===== config.mk =====
export PLATFORM = sky130hd
export DESIGN_NAME = id_ex_reg
export DESIGN_NICKNAME = d
export VERILOG_FILES = /design/src/rtl/rv32_pkg.sv /design/src/rtl/id_ex_reg_load_use_detect.sv /design/src/rtl/id_ex_reg.sv
export SDC_FILE = /design/constraint.sdc
export NUM_CORES = 1
export LEC_CHECK = 0
export ABC_CLOCK_PERIOD_IN_PS = 2300
export CAP_MARGIN = 20
export CORE_MARGIN = 2
export CORE_UTILIZATION = 40
export CTS_CLUSTER_SIZE = 10
export DETAILED_ROUTE_END_ITERATION = 6
export GPL_ROUTABILITY_DRIVEN = 0
export PLACE_DENSITY_LB_ADDON = 0.25
export SLEW_MARGIN = 20
export SYNTH_ARGS = -nofsm -noshare
export SYNTH_HDL_FRONTEND = slang
export SYNTH_HIERARCHICAL = 1
export SYNTH_SLANG_ARGS = --single-unit

===== constraint.sdc =====
create_clock -name clk -period 2.3 [get_ports clk]
set_input_delay 0.345 -clock clk [delete_from_list [all_inputs] [get_ports clk]]
set_output_delay 0.345 -clock clk [all_outputs]
set_load 0.05 [all_outputs]

===== src/rtl/rv32_pkg.sv =====
// Shared RV32I definitions: opcodes, ALU-op classes and the decoder control bundle.
package rv32_pkg;

    localparam int XLEN   = 32;
    localparam int REG_AW = 5;

    localparam logic [6:0] OP_R      = 7'b0110011;
    localparam logic [6:0] OP_IMM    = 7'b0010011;
    localparam logic [6:0] OP_LOAD   = 7'b0000011;
    localparam logic [6:0] OP_STORE  = 7'b0100011;
    localparam logic [6:0] OP_BRANCH = 7'b1100011;
    localparam logic [6:0] OP_LUI    = 7'b0110111;
    localparam logic [6:0] OP_AUIPC  = 7'b0010111;
    localparam logic [6:0] OP_JAL    = 7'b1101111;
    localparam logic [6:0] OP_JALR   = 7'b1100111;

    localparam logic [1:0] ULA_ADD   = 2'b00;
    localparam logic [1:0] ULA_FUNCT = 2'b10;

    typedef struct packed {
        logic       mem_rd;
        logic       mem_wr;
        logic       reg_wr;
        logic       mux_reg_wr;
        logic       mux_ula;
        logic [1:0] ula_op;
        logic       pc_ula;
        logic       jump;
        logic       branch;
        logic       jalr;
    } ctrl_t;

    localparam ctrl_t CTRL_NOP = ctrl_t'(11'd0);

    // Stores also raise mem_rd, so only mem_rd without mem_wr is a load.
    function automatic logic is_load(input ctrl_t c);
        return c.mem_rd & ~c.mem_wr;
    endfunction

endpackage


===== src/rtl/id_ex_reg_load_use_detect.sv =====
// Combinational load-use hazard compare between the load in EX and the sources in ID.
module load_use_detect
    import rv32_pkg::*;
#(
    parameter int REG_AW = 5
) (
    input  logic              ex_valid,
    input  ctrl_t             ex_ctrl,
    input  logic [REG_AW-1:0] ex_rd,
    input  logic              id_valid,
    input  logic [REG_AW-1:0] id_rs1,
    input  logic [REG_AW-1:0] id_rs2,
    output logic              load_use
);

    logic ex_load_s;
    logic rd_nz_s;
    logic src_hit_s;

    // Both sources are compared regardless of format; spurious U/J stalls are accepted.
    always_comb begin
        ex_load_s = ex_valid & is_load(ex_ctrl);
        rd_nz_s   = (ex_rd != '0);
        src_hit_s = (ex_rd == id_rs1) | (ex_rd == id_rs2);
        load_use  = ex_load_s & rd_nz_s & src_hit_s & id_valid;
    end

endmodule


===== src/rtl/id_ex_reg.sv =====
// ID/EX pipeline register with load-use bubble insertion, flush and hold.
// Optional stall counter output enabled by `define ID_EX_STALL_CNT_EN.
module id_ex_reg
    import rv32_pkg::*;
#(
    parameter int XLEN   = 32,
    parameter int REG_AW = 5
) (
    input  logic              clk,
    input  logic              rst,
    input  logic              id_valid,
    input  logic [XLEN-1:0]   id_pc,
    input  logic [XLEN-1:0]   id_rs1_val,
    input  logic [XLEN-1:0]   id_rs2_val,
    input  logic [XLEN-1:0]   id_imm,
    input  logic [REG_AW-1:0] id_rs1,
    input  logic [REG_AW-1:0] id_rs2,
    input  logic [REG_AW-1:0] id_rd,
    input  logic [2:0]        id_funct3,
    input  logic              id_funct7b5,
    input  logic              id_mem_rd,
    input  logic              id_mem_wr,
    input  logic              id_reg_wr,
    input  logic              id_mux_reg_wr,
    input  logic              id_mux_ula,
    input  logic              id_pc_ula,
    input  logic              id_jump,
    input  logic              id_branch,
    input  logic              id_jalr,
    input  logic [1:0]        id_ula_op,
    input  logic              flush_in,
    input  logic              hold_in,
    output logic              ex_valid,
    output logic [XLEN-1:0]   ex_pc,
    output logic [XLEN-1:0]   ex_rs1_val,
    output logic [XLEN-1:0]   ex_rs2_val,
    output logic [XLEN-1:0]   ex_imm,
    output logic [REG_AW-1:0] ex_rs1,
    output logic [REG_AW-1:0] ex_rs2,
    output logic [REG_AW-1:0] ex_rd,
    output logic [2:0]        ex_funct3,
    output logic              ex_funct7b5,
    output logic              ex_mem_rd,
    output logic              ex_mem_wr,
    output logic              ex_reg_wr,
    output logic              ex_mux_reg_wr,
    output logic              ex_mux_ula,
    output logic              ex_pc_ula,
    output logic              ex_jump,
    output logic              ex_branch,
    output logic              ex_jalr,
    output logic [1:0]        ex_ula_op,
    output logic              stall_out
`ifdef ID_EX_STALL_CNT_EN
    ,
    output logic [31:0]       stall_cnt
`endif
);

    ctrl_t             id_ctrl_s;
    logic              load_use_s;

    logic              valid_q,   valid_d;
    ctrl_t             ctrl_q,    ctrl_d;
    logic [XLEN-1:0]   pc_q,      pc_d;
    logic [XLEN-1:0]   rs1_val_q, rs1_val_d;
    logic [XLEN-1:0]   rs2_val_q, rs2_val_d;
    logic [XLEN-1:0]   imm_q,     imm_d;
    logic [REG_AW-1:0] rs1_q,     rs1_d;
    logic [REG_AW-1:0] rs2_q,     rs2_d;
    logic [REG_AW-1:0] rd_q,      rd_d;
    logic [2:0]        funct3_q,  funct3_d;
    logic              f7b5_q,    f7b5_d;

    always_comb begin
        id_ctrl_s.mem_rd     = id_mem_rd;
        id_ctrl_s.mem_wr     = id_mem_wr;
        id_ctrl_s.reg_wr     = id_reg_wr;
        id_ctrl_s.mux_reg_wr = id_mux_reg_wr;
        id_ctrl_s.mux_ula    = id_mux_ula;
        id_ctrl_s.ula_op     = id_ula_op;
        id_ctrl_s.pc_ula     = id_pc_ula;
        id_ctrl_s.jump       = id_jump;
        id_ctrl_s.branch     = id_branch;
        id_ctrl_s.jalr       = id_jalr;
    end

    load_use_detect #(.REG_AW(REG_AW)) u_lud (
        .ex_valid (valid_q),
        .ex_ctrl  (ctrl_q),
        .ex_rd    (rd_q),
        .id_valid (id_valid),
        .id_rs1   (id_rs1),
        .id_rs2   (id_rs2),
        .load_use (load_use_s)
    );

    // Upstream gives flush precedence, so stall still reflects load_use during a flush.
    always_comb begin
        stall_out = ~rst & (load_use_s | hold_in);
    end

    // Next-state: hold > flush > load-use bubble > empty slot > capture.
    always_comb begin
        valid_d   = valid_q;
        ctrl_d    = ctrl_q;
        pc_d      = pc_q;
        rs1_val_d = rs1_val_q;
        rs2_val_d = rs2_val_q;
        imm_d     = imm_q;
        rs1_d     = rs1_q;
        rs2_d     = rs2_q;
        rd_d      = rd_q;
        funct3_d  = funct3_q;
        f7b5_d    = f7b5_q;
        if (hold_in) begin
            valid_d = valid_q;
        end else if (flush_in || load_use_s || !id_valid) begin
            valid_d   = 1'b0;
            ctrl_d    = CTRL_NOP;
            pc_d      = '0;
            rs1_val_d = '0;
            rs2_val_d = '0;
            imm_d     = '0;
            rs1_d     = '0;
            rs2_d     = '0;
            rd_d      = '0;
            funct3_d  = 3'b000;
            f7b5_d    = 1'b0;
        end else begin
            valid_d   = 1'b1;
            ctrl_d    = id_ctrl_s;
            pc_d      = id_pc;
            rs1_val_d = id_rs1_val;
            rs2_val_d = id_rs2_val;
            imm_d     = id_imm;
            rs1_d     = id_rs1;
            rs2_d     = id_rs2;
            rd_d      = id_rd;
            funct3_d  = id_funct3;
            f7b5_d    = id_funct7b5;
        end
    end

    // EX-stage state register.
    always_ff @(posedge clk) begin
        if (rst) begin
            valid_q   <= 1'b0;
            ctrl_q    <= CTRL_NOP;
            pc_q      <= '0;
            rs1_val_q <= '0;
            rs2_val_q <= '0;
            imm_q     <= '0;
            rs1_q     <= '0;
            rs2_q     <= '0;
            rd_q      <= '0;
            funct3_q  <= 3'b000;
            f7b5_q    <= 1'b0;
        end else begin
            valid_q   <= valid_d;
            ctrl_q    <= ctrl_d;
            pc_q      <= pc_d;
            rs1_val_q <= rs1_val_d;
            rs2_val_q <= rs2_val_d;
            imm_q     <= imm_d;
            rs1_q     <= rs1_d;
            rs2_q     <= rs2_d;
            rd_q      <= rd_d;
            funct3_q  <= funct3_d;
            f7b5_q    <= f7b5_d;
        end
    end

`ifdef ID_EX_STALL_CNT_EN
    logic [31:0] cnt_q, cnt_d;

    // Count only edges where the load-use bubble is actually inserted; saturating.
    always_comb begin
        cnt_d = cnt_q;
        if (hold_in || flush_in) begin
            cnt_d = cnt_q;
        end else if (load_use_s && (cnt_q != 32'hFFFF_FFFF)) begin
            cnt_d = cnt_q + 32'd1;
        end else begin
            cnt_d = cnt_q;
        end
    end

    // Stall counter register.
    always_ff @(posedge clk) begin
        if (rst) begin
            cnt_q <= 32'd0;
        end else begin
            cnt_q <= cnt_d;
        end
    end

    assign stall_cnt = cnt_q;
`endif

    assign ex_valid      = valid_q;
    assign ex_pc         = pc_q;
    assign ex_rs1_val    = rs1_val_q;
    assign ex_rs2_val    = rs2_val_q;
    assign ex_imm        = imm_q;
    assign ex_rs1        = rs1_q;
    assign ex_rs2        = rs2_q;
    assign ex_rd         = rd_q;
    assign ex_funct3     = funct3_q;
    assign ex_funct7b5   = f7b5_q;
    assign ex_mem_rd     = ctrl_q.mem_rd;
    assign ex_mem_wr     = ctrl_q.mem_wr;
    assign ex_reg_wr     = ctrl_q.reg_wr;
    assign ex_mux_reg_wr = ctrl_q.mux_reg_wr;
    assign ex_mux_ula    = ctrl_q.mux_ula;
    assign ex_pc_ula     = ctrl_q.pc_ula;
    assign ex_jump       = ctrl_q.jump;
    assign ex_branch     = ctrl_q.branch;
    assign ex_jalr       = ctrl_q.jalr;
    assign ex_ula_op     = ctrl_q.ula_op;

endmodule


==> summary.md, run 1 <==
| Metric | Value |
|---|---|
| Worst Skew | `approximately 9.2 ps` |
| Total I/O pin count | `about 320` |
| Layout Nets | `1016` |
| TritonCTS Sinks | `between 150 and 200` |
| Clk buf depth | `2` |
| Synth Instances | `571` |
| Status | `finished with violations` |
| Proportion of layout cells with a drive suffix above 1 | `under 10%` |
| Final WS setup | `-4.15 ps` |
| Cell Pwr Density | `between 600 and 700 nW/µm²` |
| Net Sw Frac | `between 20% and 30%` |
| Internal | `roughly 4.8 mW` |
| # rows | `45` |
| Vias in the first global route | `approximately 5700` |
| R2R Setup Slk | `about 260 ps` |
| Critical path data required time | `a little under 2000 ps` |
| Critical Path End Type | `output port` |
| Worst Hold Launch | `rst` |
| Via count | `5788` |
| Die Span Y | `130 µm` |
| FF-to-FF Start | `ex_rd[2]` |
| Fillers | `~1200` |
| Synth Warn # | `6` |
| CTS root buf | `clkbuf_16` |
| Comb pwr share | `~16%` |
| Cell taking the most area after synthesis | `dfxtp_1` |
| Worst hold slack | `360 ps` |
| Final routed DRC violation total | `0` |
| Crit path from | `id_rs2[1]` |
| Worst Path Arrival | `1960 ps` |
| Top cell type's share of synthesized area | `50.5%` |
| Tot Pwr | `between 6 and 7 mW` |
| Power share of the clock group | `between 40% and 50%` |
| Area growth syn-to-layout | `62.0%` |
| Routed WL | `19600 µm` |
| CP Launch Type | `input port` |
| Max-cap violations | `0` |
| Max rail drop VDD | `0.442 mV` |
| Port bufs | `between 300 and 400` |
| Syn nets | `approximately 730` |
| H-tree Lvls | `4` |
| Slew headroom | `between 50% and 60%` |
| Starting Density | `between 40% and 50%` |
| Final hold vios | `0` |
| Count of different cell masters after synthesis | `18` |
| TritonCTS clock tree | `built` |
| Reg2reg end | `ex_rs2_val[19]` |
| Routed WL per cell | `~18 µm` |
| Fin crit period | `between 2000 and 2500 ps` |
| Synth area leaders | `dfxtp_1, a32o_1, nor2b_1` |
| Avg Cell Area, Syn | `about 11 µm²` |
| P_sw | `about 1.8 mW` |
| Area of the multi-input gates | `2790 µm²` |
| Skew-Pair Late Insertion Delay | `approximately 420 ps` |
| Vias per cell | `5.37` |
| First-pass GRT wire length | `between 20000 and 30000 µm` |
| Seq/Total Area, Yosys | `between 50% and 60%` |
| GRT Total Usage | `22.4%` |
| Least-Margin Pin Slew | `about 600 ps` |
| CTS buffer count | `17` |
| Initial antenna violation count | `0` |
| Crit path kind | `input port to output port` |
| Die Footprint | `roughly 17000 µm²` |
| Initial DRC Count | `about 460` |
| Antenna cells | `0` |
| Crit share post-route | `100%` |
| Pre-Repair DR Iteration Count | `7` |
| Flops & latches, synth | `~160` |
| Leak | `about 3.6 nW` |
| Die span in x | `130 µm` |
| Post-synthesis instance area | `between 6000 and 7000 µm²` |
| RSZ-0062 raised after global routing | `yes` |
| Worst setup path endpoint | `stall_out` |
| Hold Crit Class | `input port to flip-flop` |
| Setup-failing EPs final | `1` |
| Register area | `3190 µm²` |
| Seq pwr share | `a little over two fifths` |
| Violated checks | `negative setup slack` |
| Hold-fix buffers, CTS | `0` |
| Achievable Freq | `approximately 0.43 GHz` |
| Largest net degree at the start of global routing | `between 90 and 100` |
| Clock slew at reported path FFs | `60 ps` |
| CP max FO | `2` |
| Core area | `approximately 15000 µm²` |
| Setup TNS | `-4.15 ps` |
| R2R depth | `8` |
| Remaining antenna violation count | `0` |
| HPWL after DPL | `13300 µm` |
| Count of pins over their slew limit | `0` |
| Grt ovf | `0` |
## Yosys cell counts, drive strengths merged
cell    instances
a21oi           1
a221oi          1
a22o            2
a32o          156
buf            59
clkbuf         12
dfxtp         159
nand2           1
nand3           2
nand4b          1
nor2            3
nor2b         158
nor3            3
nor4b           2
or4b            1
xnor2           4
xor2            6
## how the worst min path moves through the flow
stage	end	slack, ps	depth (start not counted)
floorplan	ex_valid	490	2
global placement	ex_rs1_val[17]	450	1
detailed placement	ex_pc[26]	450	1
CTS	ex_valid	360	2
global route	ex_valid	360	2
finish	ex_valid	360	2
## cells in the final DEF, fill, tap and decap left out, types with 3 or more instances in the layout
cell type          n
clkinv_2           3
clkinvlp_4         3
clkdlybuf4s50_1  320
a32o_1           156
buf_4              6
clkinv_4           4
xor2_1             6
dfxtp_1          155
nor2b_1          156
buf_12             8
inv_6              4
xnor2_1            4
dfxtp_2            4
clkbuf_16         17
nor3_1             3
## metal layers
metal,track usage (%),routed length (µm)
met1,25.5,7690
met2,36.6,9310
met3,9.25,1980
met4,10.8,612
met5,0,0
## final cells by class
class                   instances  area share [%]
clock inverters                15            1.35
clock buffers                  17            4.16
well taps                     211            2.58
repair buffers                334            33.4
multi-input cells             341            27.3
flip-flops and latches        159            31.2
## registers in the layout (all words and copies together) (netlist names)
name,count
ex_valid,1
ex_rs2_val,32
ex_jalr,1
ex_rd,5
ex_reg_wr,1
ex_mem_rd,1
ex_pc_ula,1
ex_funct3,3
ex_branch,1
ex_rs1,5
ex_funct7b5,1
ex_rs1_val,32
ex_mux_ula,1
ex_pc,32
ex_mux_reg_wr,1
ex_rs2,5
ex_ula_op,2
ex_jump,1
ex_imm,32
ex_mem_wr,1
## stage by stage
step           worst slack (ps)  utilization, %  cells  area (µm²)
2_1_floorplan              29.5               -    571        6320
3_3_place_gp              -95.2            62.9   1044        9630
3_5_place_dp              -98.3            62.9   1044        9630
4_1_cts                   -67.5            66.7   1077       10200
5_1_grt                    -108            66.7   1077       10200
6_report                  -4.15            66.7   1077       10200
## power groups by stage
stage,Clock [mW],Sequential [mW],Combinational (mW)
detailed placement,0,2.92,1.07
CTS,2.75,2.86,1.08
finish,2.68,2.86,1.07
global placement,0,2.92,1.06
global route,2.87,2.87,1.13
floorplan,0,3.16,0.349
## worst max-delay path: stages
cell and delay, ps:
clkdlybuf4s50_1 440, xor2_1 160, nor3_1 170, nand3_1 140, a221oi_4 360, nor2_4 80, nor2_4 110, buf_12 150
## what timing repair did
action / in CTS / in global routing
endpoints found under the setup margin: 1 / 1
pin swaps: 3 / 1
resized for setup: 1 / 0
setup buffers: 1 / 0
## cell families (layout without fill, tap and decap cells)
group / count (synthesis) / count (layout) / share of synthesized area, %
simple gates: 171 / 171 / 16.9
xor+xnor: 10 / 10 / 1.39
compound gates: 160 / 160 / 25.4
flops: 159 / 159 / 50.5
buf+inv: 71 / 366 / 5.91
No activity file was read; power rests on OpenSTA's default activity.
==> inputs of run 2 (changes only) <==
Settings changed: PLACE_DENSITY from default to 0.8, PLACE_DENSITY_LB_ADDON 0.25 to default.
==> run 2 against run 1 <==
Cell area increased by 0.71%; critical path type is now flip-flop to output port; global-route usage increased by 0.68 points; critical endpoint unchanged; setup slack got worse by 70 ps; first-iteration DRC count down 8.0%; sequential share of layout area fell by 0.20 points; utilization up 0.47 points; critical path depth is 1 lower; register-to-register slack worse by 90 ps; the run still ends with negative setup slack left.
==> summary.md, run 2 (synthesized netlist as in run 1, its figures left out) <==
| Metric | Value |
|---|---|
| Status | `finished with violations` |
| Violated checks | `negative setup slack` |
| Initial DRC Count | `~420` |
| Commonest non-fill, non-tap cells in the layout | `clkdlybuf4s50_1, nor2b_1, a32o_1` |
| DP Cell Count | `approximately 1000` |
| Die span in x | `approximately 130 µm` |
| Vias per cell | `between 5 and 6` |
| Clk buf depth | `2` |
| Die Footprint | `roughly 17000 µm²` |
| R2R depth | `8` |
| TritonCTS clock tree | `built` |
| First-pass GRT wire length | `a little over 30000 µm` |
| Area growth syn-to-layout | `63.1%` |
| Cell Pwr Density | `656 nW/µm²` |
| Starting Density | `around 40%` |
| TritonCTS Sinks | `around 160` |
| Worst hold stages | `2` |
| Worst Skew | `between 8 and 9 ps` |
| Pre-CTS setup slack | `-155 ps` |
| Layout Nets | `between 1000 and 1500` |
| R2R Setup Slk | `about 170 ps` |
| Final hold vios | `0` |
| CP top delay family | `simple AND/OR/NAND/NOR gates` |
| Grt ovf | `0` |
| Worst Path Arrival | `roughly 2000 ps` |
| Reg2reg end | `ex_imm[0]` |
| CTS buffer count | `17` |
| RSZ-0062 raised after global routing | `yes` |
| CP max FO | `5` |
| Pre-Repair DR Iteration Count | `5` |
| Critical path data required time | `a little under 2000 ps` |
| Final routed DRC violation total | `0` |
| Crit-path max cell delay | `about 370 ps` |
| GRT Total Usage | `23.1%` |
| CP Launch Type | `flip-flop` |
| FF-to-FF Start | `ex_rd[4]` |
| Crit share post-route | `103%` |
| Crit path cell chain | `xor2_2 > nor3_2 > nand3_1 > a221oi_4 > nor2_4 > nor2_4 > buf_12` |
| Setup-failing EPs final | `1` |
| Fillers | `1165` |
| Routed WL | `roughly 20000 µm` |
| Final WS setup | `-74.1 ps` |
| Total I/O pin count | `323` |
| Worst Hold Launch | `rst` |
| Leak | `3.60 nW` |
| Die Span Y | `about 130 µm` |
| HPWL after DPL | `13700 µm` |
| Clock slew at reported path FFs | `~60 ps` |
| Slew headroom | `between 60% and 70%` |
| Antenna cells | `0` |
| Hold path endpoint | `ex_valid` |
| Count of pins over their slew limit | `0` |
| Remaining antenna violation count | `0` |
| Crit path kind | `flip-flop to output port` |
| Via count | `around 5900` |
| Hold-fix buffers, CTS | `0` |
| Proportion of layout cells with a drive suffix above 1 | `between 6 and 7%` |
| CTS root buf | `clkbuf_16` |
| Least-Margin Pin Slew | `~560 ps` |
| Max-cap violations | `0` |
| Largest net degree at the start of global routing | `94` |
| Core area | `roughly 15000 µm²` |
| H-tree Lvls | `4` |
| # rows | `45` |
| Critical Path End Type | `output port` |
| Commonest non-fill, non-tap cell in the layout | `clkdlybuf4s50_1` |
| Area of the multi-input gates | `about 2800 µm²` |
| Vias in the first global route | `5837` |
| Slowest cell on crit path | `dfxtp_4` |
| Hold Crit Class | `input port to flip-flop` |
| Worst Path Buf+Inv | `1` |
| Fin crit period | `2370 ps` |
| Register area | `approximately 3200 µm²` |
| Port bufs | `322` |
| Max rail drop VDD | `0.460 mV` |
| Cell mode on critical path | `nor2_4` |
| Skew-Pair Late Insertion Delay | `about 420 ps` |
| Finished Layout Cells | `between 1000 and 1500` |
| Initial antenna violation count | `0` |
| Routed WL per cell | `18.9 µm` |
| Achievable Freq | `about 0.42 GHz` |
## run 2: cell types whose count changed in the layout (fill, tap and decap cells not counted), moves of 2 or more
cell	delta
clkbuf_1	+2
clkbuf_8	+2
clkdlybuf4s50_1	-3
clkinv_2	-2
clkinv_4	-2
dlygate4sd2_1	+2
inv_6	-3
## run 2: how the worst max path moves through the flow
stage,endpoint,start,cells past startpoint
6_report,stall_out,ex_rd[4],7
5_1_grt,stall_out,ex_rd[4],7
4_1_cts,stall_out,ex_rd[2],7
3_5_place_dp,ex_imm[17],id_rs2[1],8
3_3_place_gp,stall_out,id_rs2[1],8
2_1_floorplan,stall_out,ex_rd[3],6
## run 2: layer usage
metal,global-route usage (%),share of wire (%),routed length (µm)
met5,0,0,0
met4,10.1,2.5,510
met1,26.0,38,7790
met2,40.7,51,10400
met3,6.56,7.9,1600
## run 2: power breakdown
part,internal (mW),switching [mW],leakage (nW)
sequential,2.82,0.0393,1.29
clock,1.67,1.14,0.278
combinational,0.518,0.567,2.03
total,5.01,1.74,3.60
## run 2: repair_timing
action                                  in CTS  in global routing
gates resized for setup                      3                  4
endpoints found under the setup margin       1                  1
pin swaps                                    3                  7
buffers inserted                             2                  1
gates cloned                                 0                  0
## run 2: layout make-up
| class | count | area share (%) |
|---|---|---|
| repair buffers | 336 | 33.4 |
| flip-flops and latches | 159 | 31.0 |
| multi-input cells | 341 | 27.3 |
| clock buffers | 21 | 4.48 |
| well taps | 211 | 2.57 |
| clock inverters | 11 | 1.29 |
## run 2: worst register-to-register path: stages, from the launching register on
cell and delay, ps:
dfxtp_4 370, xor2_2 160, nor3_2 210, nand3_1 150, a221oi_4 370, nor2_4 80, buf_4 170, buf_4 230
a32o_1 280
## run 2: metrics by stage
step           util, %  area, µm²  hold WS, ps  TNS [ps]  power [mW]
2_1_floorplan        -       6320          485         0        3.51
3_3_place_gp      63.0       9650          445    -14350        3.98
3_5_place_dp      63.0       9650          453    -15780        4.00
4_1_cts           67.0      10300          290     -28.1        6.80
5_1_grt           67.2      10300          309      -151        6.98
6_report          67.2      10300          303     -74.1        6.75
